--- src/rtl/box_motion_sched_pkg.sv ---
// vga_pkg: shared VGA geometry, box sizes, scheduler state encoding and
// direction encoding for the box motion scheduler.
package vga_pkg;
    localparam logic [9:0] VGA_WIDTH  = 10'd640;
    localparam logic [9:0] VGA_HEIGHT = 10'd480;
    localparam logic [9:0] BOX0_SIZE  = 10'd200;
    localparam logic [9:0] BOX1_SIZE  = 10'd64;

    // Direction of travel along one axis.
    localparam logic DIR_INC = 1'b0;
    localparam logic DIR_DEC = 1'b1;

    // One state per coordinate visited by the shared step unit.
    typedef enum logic [2:0] {
        IDLE = 3'd0,
        B0X  = 3'd1,
        B0Y  = 3'd2,
        B1X  = 3'd3,
        B1Y  = 3'd4,
        DONE = 3'd5
    } state_t;
endpackage

--- src/rtl/box_motion_sched_if.sv ---
// Control and position bundle of box_motion_sched.
//   master: frame source / compositor side (drives vsync, speed, pause, step)
//   slave : the scheduler (drives box positions, busy, frame_done)
interface box_motion_sched_if;
    logic       vsync;
    logic [3:0] speed;
    logic       pause;
    logic       step;
    logic [9:0] box0_x;
    logic [9:0] box0_y;
    logic [9:0] box1_x;
    logic [9:0] box1_y;
    logic       busy;
    logic       frame_done;

    modport master (
        output vsync, speed, pause, step,
        input  box0_x, box0_y, box1_x, box1_y, busy, frame_done
    );
    modport slave (
        input  vsync, speed, pause, step,
        output box0_x, box0_y, box1_x, box1_y, busy, frame_done
    );
endinterface

--- src/rtl/box_motion_sched_axis_step.sv ---
// box_axis_step: combinational bounce step for one coordinate.
//   i_pos/i_dir   current coordinate and direction
//   i_size        box edge length, i_limit screen extent on this axis
//   i_speed       pixels to move this frame
//   o_next_pos/o_next_dir  coordinate and direction after the step
module box_axis_step
    import vga_pkg::*;
(
    input  logic [9:0] i_pos,
    input  logic       i_dir,
    input  logic [9:0] i_size,
    input  logic [9:0] i_limit,
    input  logic [3:0] i_speed,
    output logic [9:0] o_next_pos,
    output logic       o_next_dir
);
    logic [10:0] w_sum;
    logic [10:0] w_lim_m1;
    logic [9:0]  w_top;
    logic [9:0]  w_inc;
    logic [9:0]  w_dec;

    // Compare at 11 bits so pos+size+speed cannot wrap.
    assign w_sum    = {1'b0, i_pos} + {1'b0, i_size} + {7'd0, i_speed};
    assign w_lim_m1 = {1'b0, i_limit} - 11'd1;
    assign w_top    = i_limit - 10'd1 - i_size;
    assign w_inc    = i_pos + {6'd0, i_speed};
    assign w_dec    = i_pos - {6'd0, i_speed};

    always_comb begin
        o_next_pos = i_pos;
        o_next_dir = i_dir;
        if (i_dir == DIR_INC) begin
            // Clamp to the far edge and bounce; with speed 0 this only
            // fires when already sitting on the edge.
            if (w_sum >= w_lim_m1) begin
                o_next_pos = w_top;
                o_next_dir = DIR_DEC;
            end else begin
                o_next_pos = w_inc;
            end
        end else begin
            if (i_pos < {6'd0, i_speed}) begin
                o_next_pos = 10'd0;
                o_next_dir = DIR_INC;
            end else begin
                o_next_pos = w_dec;
            end
        end
    end
endmodule

--- src/rtl/box_motion_sched.sv ---
// box_motion_sched: per-frame position update for two bouncing boxes.
//   clk   pixel clock
//   reset asynchronous active-high reset
//   bus   vsync/speed/pause/step in; box positions, busy, frame_done out
// A vsync rise starts a five-state walk (B0X,B0Y,B1X,B1Y,DONE) that shares
// one box_axis_step across the four coordinates.
module box_motion_sched
    import vga_pkg::*;
(
    input  logic              clk,
    input  logic              reset,
    box_motion_sched_if.slave bus
);
    state_t     r_state, w_next;
    logic       r_vsync_q;
    logic       r_step_pending;
    logic [3:0] r_speed;
    logic       r_busy;
    logic       r_frame_done;
    logic [9:0] r_b0x, r_b0y, r_b1x, r_b1y;
    logic [3:0] r_dir;          // {b1y, b1x, b0y, b0x}

    logic       w_rise;
    logic       w_start;
    logic [9:0] w_pos, w_size, w_limit, w_next_pos;
    logic       w_dir, w_next_dir;

    assign w_rise  = bus.vsync & ~r_vsync_q;
    assign w_start = w_rise && (r_state == IDLE) && (!bus.pause || r_step_pending);

    // Route the coordinate owned by the current state into the step unit.
    always_comb begin
        w_next  = IDLE;
        w_pos   = 10'd0;
        w_dir   = DIR_INC;
        w_size  = 10'd0;
        w_limit = 10'd0;
        case (r_state)
            IDLE: w_next = w_start ? B0X : IDLE;
            B0X: begin
                w_next = B0Y; w_pos = r_b0x; w_dir = r_dir[0];
                w_size = BOX0_SIZE; w_limit = VGA_WIDTH;
            end
            B0Y: begin
                w_next = B1X; w_pos = r_b0y; w_dir = r_dir[1];
                w_size = BOX0_SIZE; w_limit = VGA_HEIGHT;
            end
            B1X: begin
                w_next = B1Y; w_pos = r_b1x; w_dir = r_dir[2];
                w_size = BOX1_SIZE; w_limit = VGA_WIDTH;
            end
            B1Y: begin
                w_next = DONE; w_pos = r_b1y; w_dir = r_dir[3];
                w_size = BOX1_SIZE; w_limit = VGA_HEIGHT;
            end
            DONE: w_next = IDLE;
            default: w_next = IDLE;
        endcase
    end

    box_axis_step u_step (
        .i_pos      (w_pos),
        .i_dir      (w_dir),
        .i_size     (w_size),
        .i_limit    (w_limit),
        .i_speed    (r_speed),
        .o_next_pos (w_next_pos),
        .o_next_dir (w_next_dir)
    );

    always_ff @(posedge clk or posedge reset) begin
        if (reset) begin
            r_state        <= IDLE;
            r_vsync_q      <= 1'b0;
            r_step_pending <= 1'b0;
            r_speed        <= 4'd0;
            r_busy         <= 1'b0;
            r_frame_done   <= 1'b0;
            r_b0x          <= 10'd0;
            r_b0y          <= 10'd0;
            r_b1x          <= 10'd0;
            r_b1y          <= VGA_HEIGHT - 10'd1 - BOX1_SIZE;
            r_dir          <= {DIR_DEC, DIR_INC, DIR_INC, DIR_INC};
        end else begin
            r_state      <= w_next;
            r_vsync_q    <= bus.vsync;
            r_busy       <= (w_next != IDLE);
            r_frame_done <= (w_next == DONE);
            if (w_start) begin
                r_speed        <= bus.speed;
                r_step_pending <= 1'b0;
            end else if (bus.step && bus.pause) begin
                r_step_pending <= 1'b1;
            end
            case (r_state)
                B0X: begin r_b0x <= w_next_pos; r_dir[0] <= w_next_dir; end
                B0Y: begin r_b0y <= w_next_pos; r_dir[1] <= w_next_dir; end
                B1X: begin r_b1x <= w_next_pos; r_dir[2] <= w_next_dir; end
                B1Y: begin r_b1y <= w_next_pos; r_dir[3] <= w_next_dir; end
                default: ;
            endcase
        end
    end

    assign bus.box0_x     = r_b0x;
    assign bus.box0_y     = r_b0y;
    assign bus.box1_x     = r_b1x;
    assign bus.box1_y     = r_b1y;
    assign bus.busy       = r_busy;
    assign bus.frame_done = r_frame_done;
endmodule

--- src/flat_wrapper.sv ---
// flat-port wrapper written by rule: the top's interface ports become plain ports
module box_motion_sched_flat import vga_pkg::*;
  (clk, reset, bus_vsync, bus_speed, bus_pause, bus_step, bus_box0_x, bus_box0_y, bus_box1_x, bus_box1_y, bus_busy, bus_frame_done);
  box_motion_sched_if bus_i ();
  input  logic clk;
  input  logic reset;
  input wire logic [$bits(bus_i.vsync)-1:0] bus_vsync;
  input wire logic [$bits(bus_i.speed)-1:0] bus_speed;
  input wire logic [$bits(bus_i.pause)-1:0] bus_pause;
  input wire logic [$bits(bus_i.step)-1:0] bus_step;
  output wire logic [$bits(bus_i.box0_x)-1:0] bus_box0_x;
  output wire logic [$bits(bus_i.box0_y)-1:0] bus_box0_y;
  output wire logic [$bits(bus_i.box1_x)-1:0] bus_box1_x;
  output wire logic [$bits(bus_i.box1_y)-1:0] bus_box1_y;
  output wire logic [$bits(bus_i.busy)-1:0] bus_busy;
  output wire logic [$bits(bus_i.frame_done)-1:0] bus_frame_done;
  assign bus_i.vsync = bus_vsync;
  assign bus_i.speed = bus_speed;
  assign bus_i.pause = bus_pause;
  assign bus_i.step = bus_step;
  assign bus_box0_x = bus_i.box0_x;
  assign bus_box0_y = bus_i.box0_y;
  assign bus_box1_x = bus_i.box1_x;
  assign bus_box1_y = bus_i.box1_y;
  assign bus_busy = bus_i.busy;
  assign bus_frame_done = bus_i.frame_done;
  box_motion_sched u_core (.clk(clk), .reset(reset), .bus(bus_i));
endmodule
--- config.mk ---
export PLATFORM = sky130hd
export DESIGN_NAME = box_motion_sched_flat
export DESIGN_NICKNAME = d
export VERILOG_FILES = /design/src/rtl/box_motion_sched_pkg.sv /design/src/rtl/box_motion_sched_if.sv /design/src/rtl/box_motion_sched_axis_step.sv /design/src/rtl/box_motion_sched.sv /design/src/flat_wrapper.sv
export SDC_FILE = /design/constraint.sdc
export NUM_CORES = 1
export LEC_CHECK = 0
export ABC_AREA = 0
export CAP_MARGIN = 40
export CORE_ASPECT_RATIO = 0.8
export CORE_MARGIN = 3
export CORE_UTILIZATION = 42
export CTS_CLUSTER_DIAMETER = 150
export DETAILED_ROUTE_END_ITERATION = 12
export PLACE_DENSITY_LB_ADDON = 0.12
export SYNTH_ARGS = -nofsm -noshare
export SYNTH_HDL_FRONTEND = slang
export SYNTH_SLANG_ARGS = --single-unit
--- constraint.sdc ---
create_clock -name clk -period 6.75 [get_ports clk]
set_input_delay 1.35 -clock clk [delete_from_list [all_inputs] [get_ports clk]]
set_output_delay 1.35 -clock clk [all_outputs]
set_load 0.05 [all_outputs]
==> impl_metrics.sql, run 1 <==
INSERT INTO impl_metrics (metric_group, metric, value, unit) VALUES
('sta', 'slew-limit-headroom', '43.6', '%'),
('placement', 'post-dp-hpwl', '8180', 'um'),
('sta', 'timing.clock.skew', '0.00892', 'ns'),
('placement', 'pre_cts_slack', '0.512', 'ns'),
('clock_tree', 'cts.clk_slew.worst_paths', '0.10', 'ns'),
('worst_setup_path', 'endpoint_kind', 'register', ''),
('worst_setup_path', 'rr_startpoint', 'u_core.r_state[2]$_DFF_PP0_', ''),
('routing', 'drt-total-wl', '10900', 'um'),
('clock_tree', 'clk_latency', '0.31', 'ns'),
('logic_synthesis', 'synth-seq-area-share', '37.0', '%'),
('placement', 'numPortBuffers', '50', ''),
('sta', 'worst-slew-pin-transition', '0.846', 'ns'),
('worst_hold_path', 'whs_path_depth', '2', ''),
('logic_synthesis', 'synthArstFlopShare', '100', '%'),
('routing', 'drtAntennaViolNets', '0', ''),
('worst_setup_path', 'reg2reg_depth', '20', ''),
('clock_tree', 'cts_tree', 'built', ''),
('clock_tree', 'ctsRootBufferMaster', 'sky130_fd_sc_hd__clkbuf_8', ''),
('run_status', 'status', 'finished clean', ''),
('worst_hold_path', 'worstHoldStart', 'u_core.r_dir[2]$_DFFE_PP0N_', ''),
('clock_tree', 'h_tree_levels', '2', ''),
('sta', 'final-hold-violation-count', '0', ''),
('global_route', 'largest_net_degree_at_the_start_of_global_routing', '56', ''),
('die', 'effective_utilization_at_floorplan', '43.6', '%'),
('placement', 'place_congestion', '0.933', ''),
('clock_tree', 'cts_num_sinks', '55', ''),
('logic_synthesis', 'ys_seq_elements', '55', ''),
('global_route', 'grt_first_pass_wirelength', '17500', 'um'),
('sta', 'finalSetupViolCount', '0', ''),
('routing', 'detail_route.iter0.violations', '275', ''),
('sta', 'layout_setup_ws', '0.529', 'ns'),
('logic_synthesis', 'area_fraction_of_the_dominant_cell_type_after_synthesis', '31.4', '%'),
('logic_synthesis', 'synth.largest_area_cell', 'sky130_fd_sc_hd__dfrtp_1', ''),
('logic_synthesis', 'synthCells', '410', ''),
('layout', 'num-nets-final', '484', ''),
('clock_tree', 'clock_path_buffers', '2', ''),
('worst_setup_path', 'critical_path_class', 'reg -> reg', ''),
('routing', 'per_cell_routed_wire_length', '19.3', 'um'),
('sta', 'timing.final.crit_share', '92.2', '%'),
('logic_synthesis', 'yosys.cell_types.count', '72', ''),
('die', 'core_area', '8600', 'sq um'),
('routing', 'viasPerCell', '5.83', ''),
('layout', 'ratio_of_cells_with_drive_above_1_in_the_final_layout', '10.5', '%'),
('clock_tree', 'cts_made_buffers', '5', ''),
('die', 'die_x', '112', 'um'),
('sta', 'fin_crit', '6.22', 'ns'),
('worst_setup_path', 'r2r-end', 'u_core.bus.box1_x[6]$_DFFE_PP0N_', ''),
('worst_setup_path', 'timing.critical_path.fanout_max', '20', ''),
('logic_synthesis', 'synth-warning-count', '0', ''),
('die', 'design.portCount', '51', ''),
('worst_setup_path', 'worst-endpoint-required', '6.92', 'ns'),
('layout', 'antenna_cells_inserted', '0', ''),
('global_route', 'globalRoute.totalOverflow', '0', ''),
('routing', 'dr_total_vias', '3308', ''),
('worst_setup_path', 'critical_path.startpoint_type', 'register', ''),
('logic_synthesis', 'synth_enable_flop_cells', '0', ''),
('worst_hold_path', 'timing.hold.worst.class', 'reg -> reg', ''),
('worst_setup_path', 'critPathArrivalTime', '6.39', 'ns'),
('logic_synthesis', 'post_synth_top_flop', 'sky130_fd_sc_hd__dfrtp_1', ''),
('global_route', 'global_route.usage.total', '21.5', '%'),
('global_route', 'antenna_found_initial', '0', ''),
('logic_synthesis', 'ys_top_cells_by_area', 'sky130_fd_sc_hd__dfrtp_1, sky130_fd_sc_hd__ha_1, sky130_fd_sc_hd__dfstp_2', ''),
('routing', 'total_length_of_routed_met2_wires', '4680', 'um'),
('job', 'max_cap_viol_count', '0', ''),
('routing', 'drt_pre_antenna_iters', '4', ''),
('layout', 'post-route-util', '51.6', '%'),
('routing', 'met3_length', '624', 'um'),
('logic_synthesis', 'syn-cell-area', '3750', 'sq um'),
('die', 'site_rows', '30', ''),
('sta', 'timing.final.max_slew_violations', '0', ''),
('worst_hold_path', 'worst_hold_path.endpoint', 'u_core.r_dir[2]$_DFFE_PP0N_', '');
==> final cells by class <==
cell class                      count  area [sq um]  area share (%)
Multi-Input combinational cell    313          2180            49.2
Clock inverter                      3          22.5           0.507
Sequential cell                    55          1390            31.3
Clock buffer                        5          68.8            1.55
Tap cell                          112           140            3.16
Inverter                           22          82.6            1.86
Timing Repair Buffer               57           553            12.5
==> cell families after synthesis <==
kind of cell / share of synthesized area [%]
xor gates and xnor gates: 3.50
and+or+nand+nor: 18.6
muxes: 2.47
DFF: 37.0
AOI/OAI and AO/OA: 26.1
adders and majority gates: 7.41
buffers and inverters: 4.94
==> through the flow <==
stage               cell area (sq um)  instances  hold slack (ns)
floorplan                        3750        410            0.450
global placement                 4340        559            0.468
detailed placement               4340        559            0.474
CTS                              4430        567            0.496
global route                     4440        567            0.508
finish                           4440        567            0.494
==> how the worst max path moves through the flow <==
| stage | from | to | slack [ns] |
|---|---|---|---|
| after global routing | u_core.r_state[2]$_DFF_PP0_ | u_core.bus.box1_x[6]$_DFFE_PP0N_ | 0.03 |
| after CTS | u_core.r_state[1]$_DFF_PP0_ | u_core.bus.box0_x[8]$_DFFE_PP0N_ | 0.49 |
| final | u_core.r_state[2]$_DFF_PP0_ | u_core.bus.box1_x[6]$_DFFE_PP0N_ | 0.53 |
| after detailed placement | u_core.r_state[1]$_DFF_PP0_ | u_core.bus.box0_y[8]$_DFFE_PP0N_ | 0.51 |
| after global placement | u_core.r_state[2]$_DFF_PP0_ | u_core.bus.box0_x[8]$_DFFE_PP0N_ | 0.61 |
| after floorplan | u_core.r_state[2]$_DFF_PP0_ | u_core.bus.box0_x[6]$_DFFE_PP0N_ | 1.59 |
==> synth_stat cells, drive strengths merged (4+ instances only) <==
cell type,count
nand2,52
dfrtp,47
nor2,31
o21ai,31
a21oi,23
inv,22
ha,19
o31ai,16
a211oi,15
buf,11
clkbuf,9
dfstp,8
nand2b,8
xnor2,8
mux2i,7
nor3,7
xor2,7
a31oi,6
o22ai,6
a21o,5
nor4b,5
nor2b,4
==> worst max-delay path, stage by stage, from the launching register on <==
cell                       delay, ns
sky130_fd_sc_hd__dfrtp_1        0.61
sky130_fd_sc_hd__nand2b_1       0.35
sky130_fd_sc_hd__nor2_1         0.52
sky130_fd_sc_hd__a221o_1        0.32
sky130_fd_sc_hd__fa_1           0.43
sky130_fd_sc_hd__ha_1           0.22
sky130_fd_sc_hd__a211oi_1       0.32
sky130_fd_sc_hd__nor3b_1        0.11
sky130_fd_sc_hd__o21ba_2        0.23
sky130_fd_sc_hd__a31oi_1        0.28
sky130_fd_sc_hd__nor2b_1        0.08
sky130_fd_sc_hd__o21a_1         0.17
sky130_fd_sc_hd__ha_1           0.32
sky130_fd_sc_hd__a21oi_1        0.20
sky130_fd_sc_hd__o21ai_0        0.16
sky130_fd_sc_hd__or2_2          0.31
sky130_fd_sc_hd__mux2i_1        0.23
sky130_fd_sc_hd__or2_1          0.43
sky130_fd_sc_hd__nor2_1         0.09
sky130_fd_sc_hd__a211oi_1       0.53
sky130_fd_sc_hd__o31ai_1        0.15
==> per-layer routing <==
layer	GRT usage (%)	vias up
met5	0	-
met4	4.76	0
met3	4.42	17
met2	31.9	108
met1	32.1	1587
li1	-	1596
==> registers in the layout, summed over array words and instances, names as in the netlist <==
name                   cells
u_core.bus.box0_x         10
u_core.bus.box0_y         10
u_core.bus.box1_x         10
u_core.bus.box1_y         10
u_core.r_dir               4
u_core.r_speed             4
u_core.r_state             3
u_core.bus.busy            1
u_core.bus.frame_done      1
u_core.r_step_pending      1
u_core.r_vsync_q           1
==> placed cells by master, fill, tap and decap left out, drive strengths merged, types with 8 or more instances in the layout <==
cell / n
dfrtp: 47
clkdlybuf4s50: 50
a21oi: 23
ha: 19
nand2: 52
o31ai: 16
a211oi: 15
nor2: 31
inv: 24
xnor2: 8
nand2b: 8
dfstp: 8
o21ai: 31
==> timing repair <==
| action | in CTS | in global routing |
|---|---|---|
| endpoints found under the setup margin | 0 | 8 |
| hold buffers | 0 | 0 |
| buffers inserted | 0 | 0 |
| resized for setup | 0 | 2 |
Power of run 1 is not shown: default switching activity piles up to over one toggle a cycle in this logic, so the estimate is an artifact.
==> run 2, diff against run 1 <==
- ABC_AREA: 0 -> 1
- GPL_ROUTABILITY_DRIVEN: default -> 0
==> run 2 against run 1 <==
Compared with the run above:
- synthesized cell count rose by 36%
- first-iteration DRC count up 25%
- non-clock buffer count down 4
- design area rose by 5.8%
- sequential cell count did not move
- via count increased by 14%
- register-to-register slack improved by 0.89 ns
- final cell count up 27%
- critical path type unchanged
- critical endpoint is now u_core.r_dir[2]$_DFFE_PP0N_
==> impl_metrics.sql, run 2 <==
INSERT INTO impl_metrics (metric_group, metric, value, unit) VALUES
('power_and_ir_drop', 'ir_worst_vdd', '0.000304', 'V'),
('logic_synthesis', 'post_synth_top_flop', 'sky130_fd_sc_hd__dfrtp_1', ''),
('routing', 'drt_pre_antenna_iters', '6', ''),
('worst_setup_path', 'critical_path_class', 'reg -> reg', ''),
('logic_synthesis', 'ys_top_cells_by_area', 'sky130_fd_sc_hd__dfrtp_1, sky130_fd_sc_hd__nand2_1, sky130_fd_sc_hd__ha_1', ''),
('sta', 'slew-limit-headroom', '54.2', '%'),
('die', 'die_x', '114', 'um'),
('routing', 'viasPerCell', '5.25', ''),
('worst_setup_path', 'worst-endpoint-required', '6.95', 'ns'),
('sta', 'clock.fmax', '188', 'MHz'),
('die', 'effective_utilization_at_floorplan', '44.9', '%'),
('logic_synthesis', 'synthArstFlopShare', '100', '%'),
('global_route', 'antenna_found_initial', '0', ''),
('clock_tree', 'clk_latency', '0.30', 'ns'),
('power_and_ir_drop', 'p_seq_share', '21.9', '%'),
('power_and_ir_drop', 'combinationalPowerShare', '66.3', '%'),
('sta', 'fin_crit', '5.33', 'ns'),
('worst_setup_path', 'timing.critical_path.fanout_max', '19', ''),
('placement', 'numPortBuffers', '50', ''),
('layout', 'antenna_cells_inserted', '0', ''),
('logic_synthesis', 'avgSynthCellArea', '7.05', 'sq um'),
('clock_tree', 'ctsRootBufferMaster', 'sky130_fd_sc_hd__clkbuf_16', ''),
('power_and_ir_drop', 'power_switching', '0.00143', 'W'),
('logic_synthesis', 'syn-cell-area', '3940', 'sq um'),
('clock_tree', 'cts_num_sinks', '55', ''),
('power_and_ir_drop', 'static_leak', '2.45', 'nW'),
('routing', 'detail_route.iter0.violations', '344', ''),
('power_and_ir_drop', 'share_of_total_power_consumed_by_net_switching', '55.7', '%'),
('power_and_ir_drop', 'design_power_total', '0.00256', 'W'),
('die', 'design.portCount', '51', ''),
('sta', 'fin_hold_ws', '0.486', 'ns'),
('worst_setup_path', 'critPathArrivalTime', '5.53', 'ns'),
('sta', 'finalSetupViolCount', '0', ''),
('layout', 'number_of_fillers_in_the_final_layout', '877', ''),
('routing', 'dr_total_vias', '3776', ''),
('sta', 'final-hold-violation-count', '0', ''),
('logic_synthesis', 'synthCells', '559', ''),
('placement', 'placed_area', '4530', 'sq um'),
('global_route', 'global_route.usage.total', '21.7', '%'),
('logic_synthesis', 'area_fraction_of_the_dominant_cell_type_after_synthesis', '29.8', '%'),
('layout', 'final_cell_mix', 'sky130_fd_sc_hd__nand2_1, sky130_fd_sc_hd__inv_1, sky130_fd_sc_hd__clkdlybuf4s50_1', ''),
('clock_tree', 'cts_made_buffers', '5', ''),
('clock_tree', 'cts_tree', 'built', ''),
('layout', 'multi_input_comb_area', '2220', 'sq um'),
('routing', 'per_cell_routed_wire_length', '15.6', 'um'),
('logic_synthesis', 'synth.largest_area_cell', 'sky130_fd_sc_hd__dfrtp_1', ''),
('clock_tree', 'cts.clk_slew.worst_paths', '0.07', 'ns'),
('sta', 'timing.clock.skew', '0.00711', 'ns'),
('worst_setup_path', 'rrSetupSlack', '1.42', 'ns'),
('power_and_ir_drop', 'power-per-cell-area', '545', 'nW/um^2'),
('global_route', 'largest_net_degree_at_the_start_of_global_routing', '56', ''),
('sta', 'totalNegativeSetupSlack', '0', 'ns'),
('routing', 'drc_errors', '0', ''),
('routing', 'drtAntennaViolNets', '0', ''),
('logic_synthesis', 'yosys.cell_types.count', '41', ''),
('sta', 'worst-slew-pin-transition', '0.687', 'ns'),
('routing', 'drt-total-wl', '11300', 'um'),
('global_route', 'grt_first_pass_wirelength', '18200', 'um'),
('placement', 'dp.cells', '711', ''),
('sta', 'timing.final.max_slew_violations', '0', ''),
('sta', 'timing.final.crit_share', '79.0', '%'),
('worst_setup_path', 'endpoint_kind', 'register', ''),
('die', 'core_area', '8780', 'sq um'),
('logic_synthesis', 'ys_seq_elements', '55', ''),
('die', 'site_rows', '30', ''),
('layout', 'most_frequent_standard_cell_in_the_layout_excluding_fill_and_tap_cells', 'sky130_fd_sc_hd__nand2_1', ''),
('sta', 'rsz0062_at_grt', 'no', ''),
('power_and_ir_drop', 'cell_internal_pwr', '0.00113', 'W'),
('layout', 'regArea', '1390', 'sq um'),
('layout', 'ratio_of_cells_with_drive_above_1_in_the_final_layout', '11.5', '%'),
('die', 'floorplan.die_area', '10600', 'sq um'),
('logic_synthesis', 'synth-seq-area-share', '35.2', '%'),
('logic_synthesis', 'most_frequently_used_cell_type_in_the_post_synthesis_netlist', 'sky130_fd_sc_hd__nand2_1', ''),
('clock_tree', 'clock_path_buffers', '2', ''),
('clock_tree', 'postCtsSetupRepairBufs', '0', ''),
('die', 'floorplan.die.height', '92.6', 'um'),
('logic_synthesis', 'synth_enable_flop_cells', '0', ''),
('worst_hold_path', 'timing.hold.worst.class', 'reg -> reg', ''),
('layout', 'num-nets-final', '636', ''),
('worst_setup_path', 'critical_path.startpoint_type', 'register', ''),
('global_route', 'globalRoute.totalOverflow', '0', ''),
('clock_tree', 'cts_resized', '0', ''),
('layout', 'final_cell_area', '4700', 'sq um'),
('run_status', 'status', 'finished clean', ''),
('power_and_ir_drop', 'clkPwrFrac', '11.8', '%'),
('job', 'max_cap_viol_count', '0', ''),
('logic_synthesis', 'synth-warning-count', '0', ''),
('clock_tree', 'cts_hold_repair.buffers', '0', ''),
('global_route', 'grt_pass1_vias', '3562', ''),
('placement', 'post-dp-hpwl', '8630', 'um'),
('clock_tree', 'h_tree_levels', '2', ''),
('logic_synthesis', 'synth_top_cells_by_count', 'sky130_fd_sc_hd__nand2_1, sky130_fd_sc_hd__inv_1, sky130_fd_sc_hd__dfrtp_1, sky130_fd_sc_hd__nand3_1, sky130_fd_sc_hd__nor2_1', ''),
('layout', 'area_growth', '19.2', '%'),
('layout', 'final-instance-count-excl-fill', '719', ''),
('logic_synthesis', 'synthesis.nets', '589', '');
run 2: path summary, 6_finish.rpt:
| check | end | from | cells past startpoint |
|---|---|---|---|
| worst max-delay path | u_core.r_dir[2]$_DFFE_PP0N_ | u_core.r_state[2]$_DFF_PP0_ | 23 |
| worst min-delay path | u_core.bus.box1_y[7]$_DFFE_PP1N_ | u_core.bus.box1_y[7]$_DFFE_PP1N_ | 2 |
| worst max register to register | u_core.r_dir[2]$_DFFE_PP0N_ | u_core.r_state[2]$_DFF_PP0_ | 23 |
| worst min register to register | u_core.bus.box1_y[7]$_DFFE_PP1N_ | u_core.bus.box1_y[7]$_DFFE_PP1N_ | 2 |
| max in group asynchronous | u_core.bus.box0_y[8]$_DFFE_PP0N_ | reset | 3 |
| min in group asynchronous | u_core.bus.box1_x[6]$_DFFE_PP0N_ | reset | 3 |
run 2: worst max-delay path: stages (launching register included):
cell,delay (ns)
sky130_fd_sc_hd__dfrtp_1,0.49
sky130_fd_sc_hd__inv_4,0.17
sky130_fd_sc_hd__nand3_4,0.25
sky130_fd_sc_hd__inv_2,0.39
sky130_fd_sc_hd__nand2_1,0.11
sky130_fd_sc_hd__nand4_1,0.26
sky130_fd_sc_hd__fa_1,0.48
sky130_fd_sc_hd__ha_1,0.33
sky130_fd_sc_hd__a21oi_1,0.20
sky130_fd_sc_hd__nand2_1,0.09
sky130_fd_sc_hd__a21oi_1,0.17
sky130_fd_sc_hd__nor2_1,0.09
sky130_fd_sc_hd__a31o_2,0.27
sky130_fd_sc_hd__a21oi_1,0.14
sky130_fd_sc_hd__nor2_1,0.06
sky130_fd_sc_hd__ha_1,0.34
sky130_fd_sc_hd__nand4_1,0.13
sky130_fd_sc_hd__a21oi_1,0.15
sky130_fd_sc_hd__nand3_1,0.09
sky130_fd_sc_hd__nand2_1,0.29
sky130_fd_sc_hd__inv_1,0.20
sky130_fd_sc_hd__o21ai_1,0.33
sky130_fd_sc_hd__nand2_1,0.08
sky130_fd_sc_hd__o21ai_0,0.10
run 2: layout make-up:
class                      count  area share (%)
multi-input combinational    426            47.3
sequential                    55            29.5
timing repair buffer          53            11.1
inverter                      65            5.41
tap                          112            2.98
clock buffer                   5            2.66
clock inverter                 3           0.986
run 2: stage by stage:
| stage | util [%] | setup slack (ns) |
|---|---|---|
| final | 53.5 | 1.42 |
| after global routing | 53.5 | 1.03 |
| after CTS | 53.5 | 1.54 |
| after detailed placement | 51.5 | 1.58 |
| after global placement | 51.5 | 1.61 |
| after floorplan | - | 2.53 |
run 2: power groups by stage:
stage,registers (W),logic (W),clock network [W]
after floorplan,0.000820,0.000948,0
after global placement,0.000564,0.00167,0
after detailed placement,0.000562,0.00167,0
after CTS,0.000559,0.00168,0.000306
after global routing,0.000575,0.00187,0.000322
final,0.000559,0.00170,0.000302
run 2: kinds of logic (layout without fill, tap and decap cells):
logic type	count (synthesis)	in the layout	share of synthesized area, %
fa+ha+maj	21	21	7.05
flops	55	55	35.2
xor+xnor	6	6	1.33
compound gates	50	50	7.33
buf+inv	78	126	8.44
simple gates	349	349	40.7
run 2: per-layer routing:
| layer | part of all wire [%] | GRT usage (%) |
|---|---|---|
| met4 | 0.92 | 4.25 |
| met5 | 0 | 0 |
| met3 | 9.1 | 4.38 |
| met1 | 49 | 33.5 |
| met2 | 41 | 31.1 |
(Power assumes the default switching activity.)
==> run 3, diff against run 2 <==
- clock period: 6.75 -> 5.15 ns (I/O delays scaled with it)
==> run 3 against run 2 <==
Compared with the run above:
- global-route usage up 1.2 points
- combinational power up 32%
- total power up 33%
- critical path type unchanged
- largest cell class unchanged
- highest routed layer unchanged
==> impl_metrics.sql, run 3 (synthesis gave the netlist of run 2 again) <==
INSERT INTO impl_metrics (metric_group, metric, value, unit) VALUES
('layout', 'antenna_cells_inserted', '0', ''),
('layout', 'regArea', '1390', 'sq um'),
('routing', 'dr_total_vias', '3885', ''),
('layout', 'multi_input_comb_area', '2230', 'sq um'),
('layout', 'post-route-util', '54.3', '%'),
('sta', 'final-hold-violation-count', '0', ''),
('global_route', 'grt_pass1_vias', '3750', ''),
('worst_setup_path', 'critical_path.most_common_cell', 'sky130_fd_sc_hd__nand2_1', ''),
('die', 'die_x', '114', 'um'),
('power_and_ir_drop', 'power_switching', '0.00188', 'W'),
('clock_tree', 'cts_hold_repair.buffers', '0', ''),
('worst_setup_path', 'worst-endpoint-required', '5.40', 'ns'),
('worst_setup_path', 'critPathArrivalTime', '4.97', 'ns'),
('power_and_ir_drop', 'power-per-cell-area', '714', 'nW/um^2'),
('worst_hold_path', 'timing.hold.worst.class', 'reg -> reg', ''),
('sta', 'worst-slew-pin-transition', '0.688', 'ns'),
('clock_tree', 'cts_num_sinks', '55', ''),
('die', 'floorplan.die_area', '10600', 'sq um'),
('worst_setup_path', 'worst_path_largest_cell_delay', '0.56', 'ns'),
('global_route', 'antenna_found_initial', '0', ''),
('power_and_ir_drop', 'share_of_total_power_consumed_by_net_switching', '55.2', '%'),
('clock_tree', 'cts_tree', 'built', ''),
('worst_setup_path', 'crit_buf_inv', '3', ''),
('routing', 'drt-total-wl', '11600', 'um'),
('clock_tree', 'cts_made_buffers', '5', ''),
('sta', 'fin_crit', '4.72', 'ns'),
('power_and_ir_drop', 'cell_internal_pwr', '0.00152', 'W'),
('layout', 'final-instance-count-excl-fill', '726', ''),
('power_and_ir_drop', 'clkPwrFrac', '12.1', '%'),
('layout', 'number_of_fillers_in_the_final_layout', '848', ''),
('routing', 'detail_route.iter0.violations', '240', ''),
('layout', 'num-nets-final', '643', ''),
('clock_tree', 'cts.clk_slew.worst_paths', '0.08', 'ns'),
('die', 'core_area', '8780', 'sq um'),
('die', 'site_rows', '30', ''),
('clock_tree', 'h_tree_levels', '2', ''),
('sta', 'slew-limit-headroom', '54.1', '%'),
('placement', 'post-dp-hpwl', '8810', 'um'),
('power_and_ir_drop', 'p_seq_share', '21.7', '%'),
('run_status', 'status', 'finished clean', ''),
('global_route', 'globalRoute.totalOverflow', '0', ''),
('job', 'max_cap_viol_count', '0', ''),
('global_route', 'global_route.usage.total', '22.9', '%'),
('layout', 'final_cell_mix', 'sky130_fd_sc_hd__nand2_1, sky130_fd_sc_hd__inv_1, sky130_fd_sc_hd__clkdlybuf4s50_1', ''),
('layout', 'area_growth', '21.0', '%'),
('layout', 'most_frequent_standard_cell_in_the_layout_excluding_fill_and_tap_cells', 'sky130_fd_sc_hd__nand2_1', ''),
('routing', 'drc_errors', '0', ''),
('sta', 'finalSetupViolCount', '0', ''),
('sta', 'timing.clock.skew', '0.00918', 'ns'),
('routing', 'drt_pre_antenna_iters', '5', ''),
('sta', 'timing.final.crit_share', '91.7', '%'),
('worst_setup_path', 'critical_path.startpoint_type', 'register', ''),
('die', 'design.portCount', '51', ''),
('placement', 'dp.cells', '717', ''),
('worst_setup_path', 'slowest_stage', 'sky130_fd_sc_hd__fa_1', ''),
('clock_tree', 'clk_latency', '0.30', 'ns'),
('worst_setup_path', 'endpoint_kind', 'register', ''),
('sta', 'timing.final.max_slew_violations', '0', ''),
('routing', 'viasPerCell', '5.35', ''),
('clock_tree', 'ctsRootBufferMaster', 'sky130_fd_sc_hd__clkbuf_16', ''),
('power_and_ir_drop', 'ir_worst_vdd', '0.000393', 'V'),
('worst_setup_path', 'worst_path_dominant_cell_family', 'simple AND/OR/NAND/NOR gates', ''),
('global_route', 'grt_first_pass_wirelength', '19100', 'um'),
('clock_tree', 'clock_path_buffers', '2', ''),
('worst_setup_path', 'critical_path_class', 'reg -> reg', ''),
('routing', 'per_cell_routed_wire_length', '16.0', 'um'),
('global_route', 'largest_net_degree_at_the_start_of_global_routing', '56', ''),
('power_and_ir_drop', 'static_leak', '2.49', 'nW'),
('die', 'floorplan.die.height', '92.6', 'um'),
('power_and_ir_drop', 'combinationalPowerShare', '66.2', '%'),
('worst_setup_path', 'timing.critical_path.fanout_max', '11', ''),
('placement', 'numPortBuffers', '50', ''),
('sta', 'clock.fmax', '212', 'MHz'),
('routing', 'drtAntennaViolNets', '0', ''),
('die', 'effective_utilization_at_floorplan', '44.9', '%'),
('layout', 'ratio_of_cells_with_drive_above_1_in_the_final_layout', '13.4', '%');
[run 3: cell count changes in the layout (fill, tap and decap cells not counted), sizes merged]
cell | before | now
buf | 3 | 10
clkbuf | 5 | 6
clkinvlp | 1 | 0
[run 3: final cells by class]
type                            instances  area share, %
Multi-Input combinational cell        426           46.8
Sequential cell                        55           29.1
Timing Repair Buffer                   60           12.1
Inverter                               65           5.33
Tap cell                              112           2.94
Clock buffer                            6           2.91
Clock inverter                          2          0.813
[run 3: worst min-delay path, stage by stage (launching register included)]
cell and delay, ns:
sky130_fd_sc_hd__dfstp_2 0.38, sky130_fd_sc_hd__nand2_1 0.06, sky130_fd_sc_hd__nand2_1 0.05
[run 3: worst paths after layout]
check / startpoint / endpoint / slack [ns] / depth (start not counted)
max: u_core.r_state[2]$_DFF_PP0_ / u_core.bus.box1_y[6]$_DFFE_PP0N_ / 0.43 / 25
min: u_core.bus.box1_y[4]$_DFFE_PP1N_ / u_core.bus.box1_y[4]$_DFFE_PP1N_ / 0.48 / 2
max reg2reg: u_core.r_state[2]$_DFF_PP0_ / u_core.bus.box1_y[6]$_DFFE_PP0N_ / 0.43 / 25
max in group asynchronous: reset / u_core.r_state[0]$_DFF_PP0_ / 3.43 / 3
min reg2reg: u_core.bus.box1_y[4]$_DFFE_PP1N_ / u_core.bus.box1_y[4]$_DFFE_PP1N_ / 0.48 / 2
min in group asynchronous: reset / u_core.bus.frame_done$_DFF_PP0_ / 1.22 / 3
[run 3: power by group through the flow]
stage | clock network [W] | logic (W) | registers [W]
3_5_place_dp | 0 | 0.00220 | 0.000742
5_1_grt | 0.000433 | 0.00247 | 0.000761
3_3_place_gp | 0 | 0.00219 | 0.000739
4_1_cts | 0.000416 | 0.00222 | 0.000736
2_1_floorplan | 0 | 0.00124 | 0.00107
6_report | 0.000411 | 0.00225 | 0.000739
[run 3: metal layers]
layer | wire length, um | track usage, %
met4 | 276 | 8.51
met1 | 5570 | 32.6
met3 | 753 | 4.44
met2 | 5010 | 34.4
met5 | 0 | 0
[run 3: stage by stage]
stage	hold WS (ns)	total power, W	area [sq um]	TNS, ns	setup WS (ns)
after floorplan	0.473	0.00232	3940	0	0.926
after global placement	0.467	0.00293	4570	0	0.359
after detailed placement	0.468	0.00295	4570	0	0.266
after CTS	0.481	0.00337	4750	0	0.222
after global routing	0.515	0.00367	4770	-0.0123	-0.00893
final	0.477	0.00340	4770	0	0.425
[run 3: timing repair]
action                                  in CTS  in global routing
setup buffers                                0                  1
endpoints found under the setup margin       0                 44
gates resized for setup                      0                  6
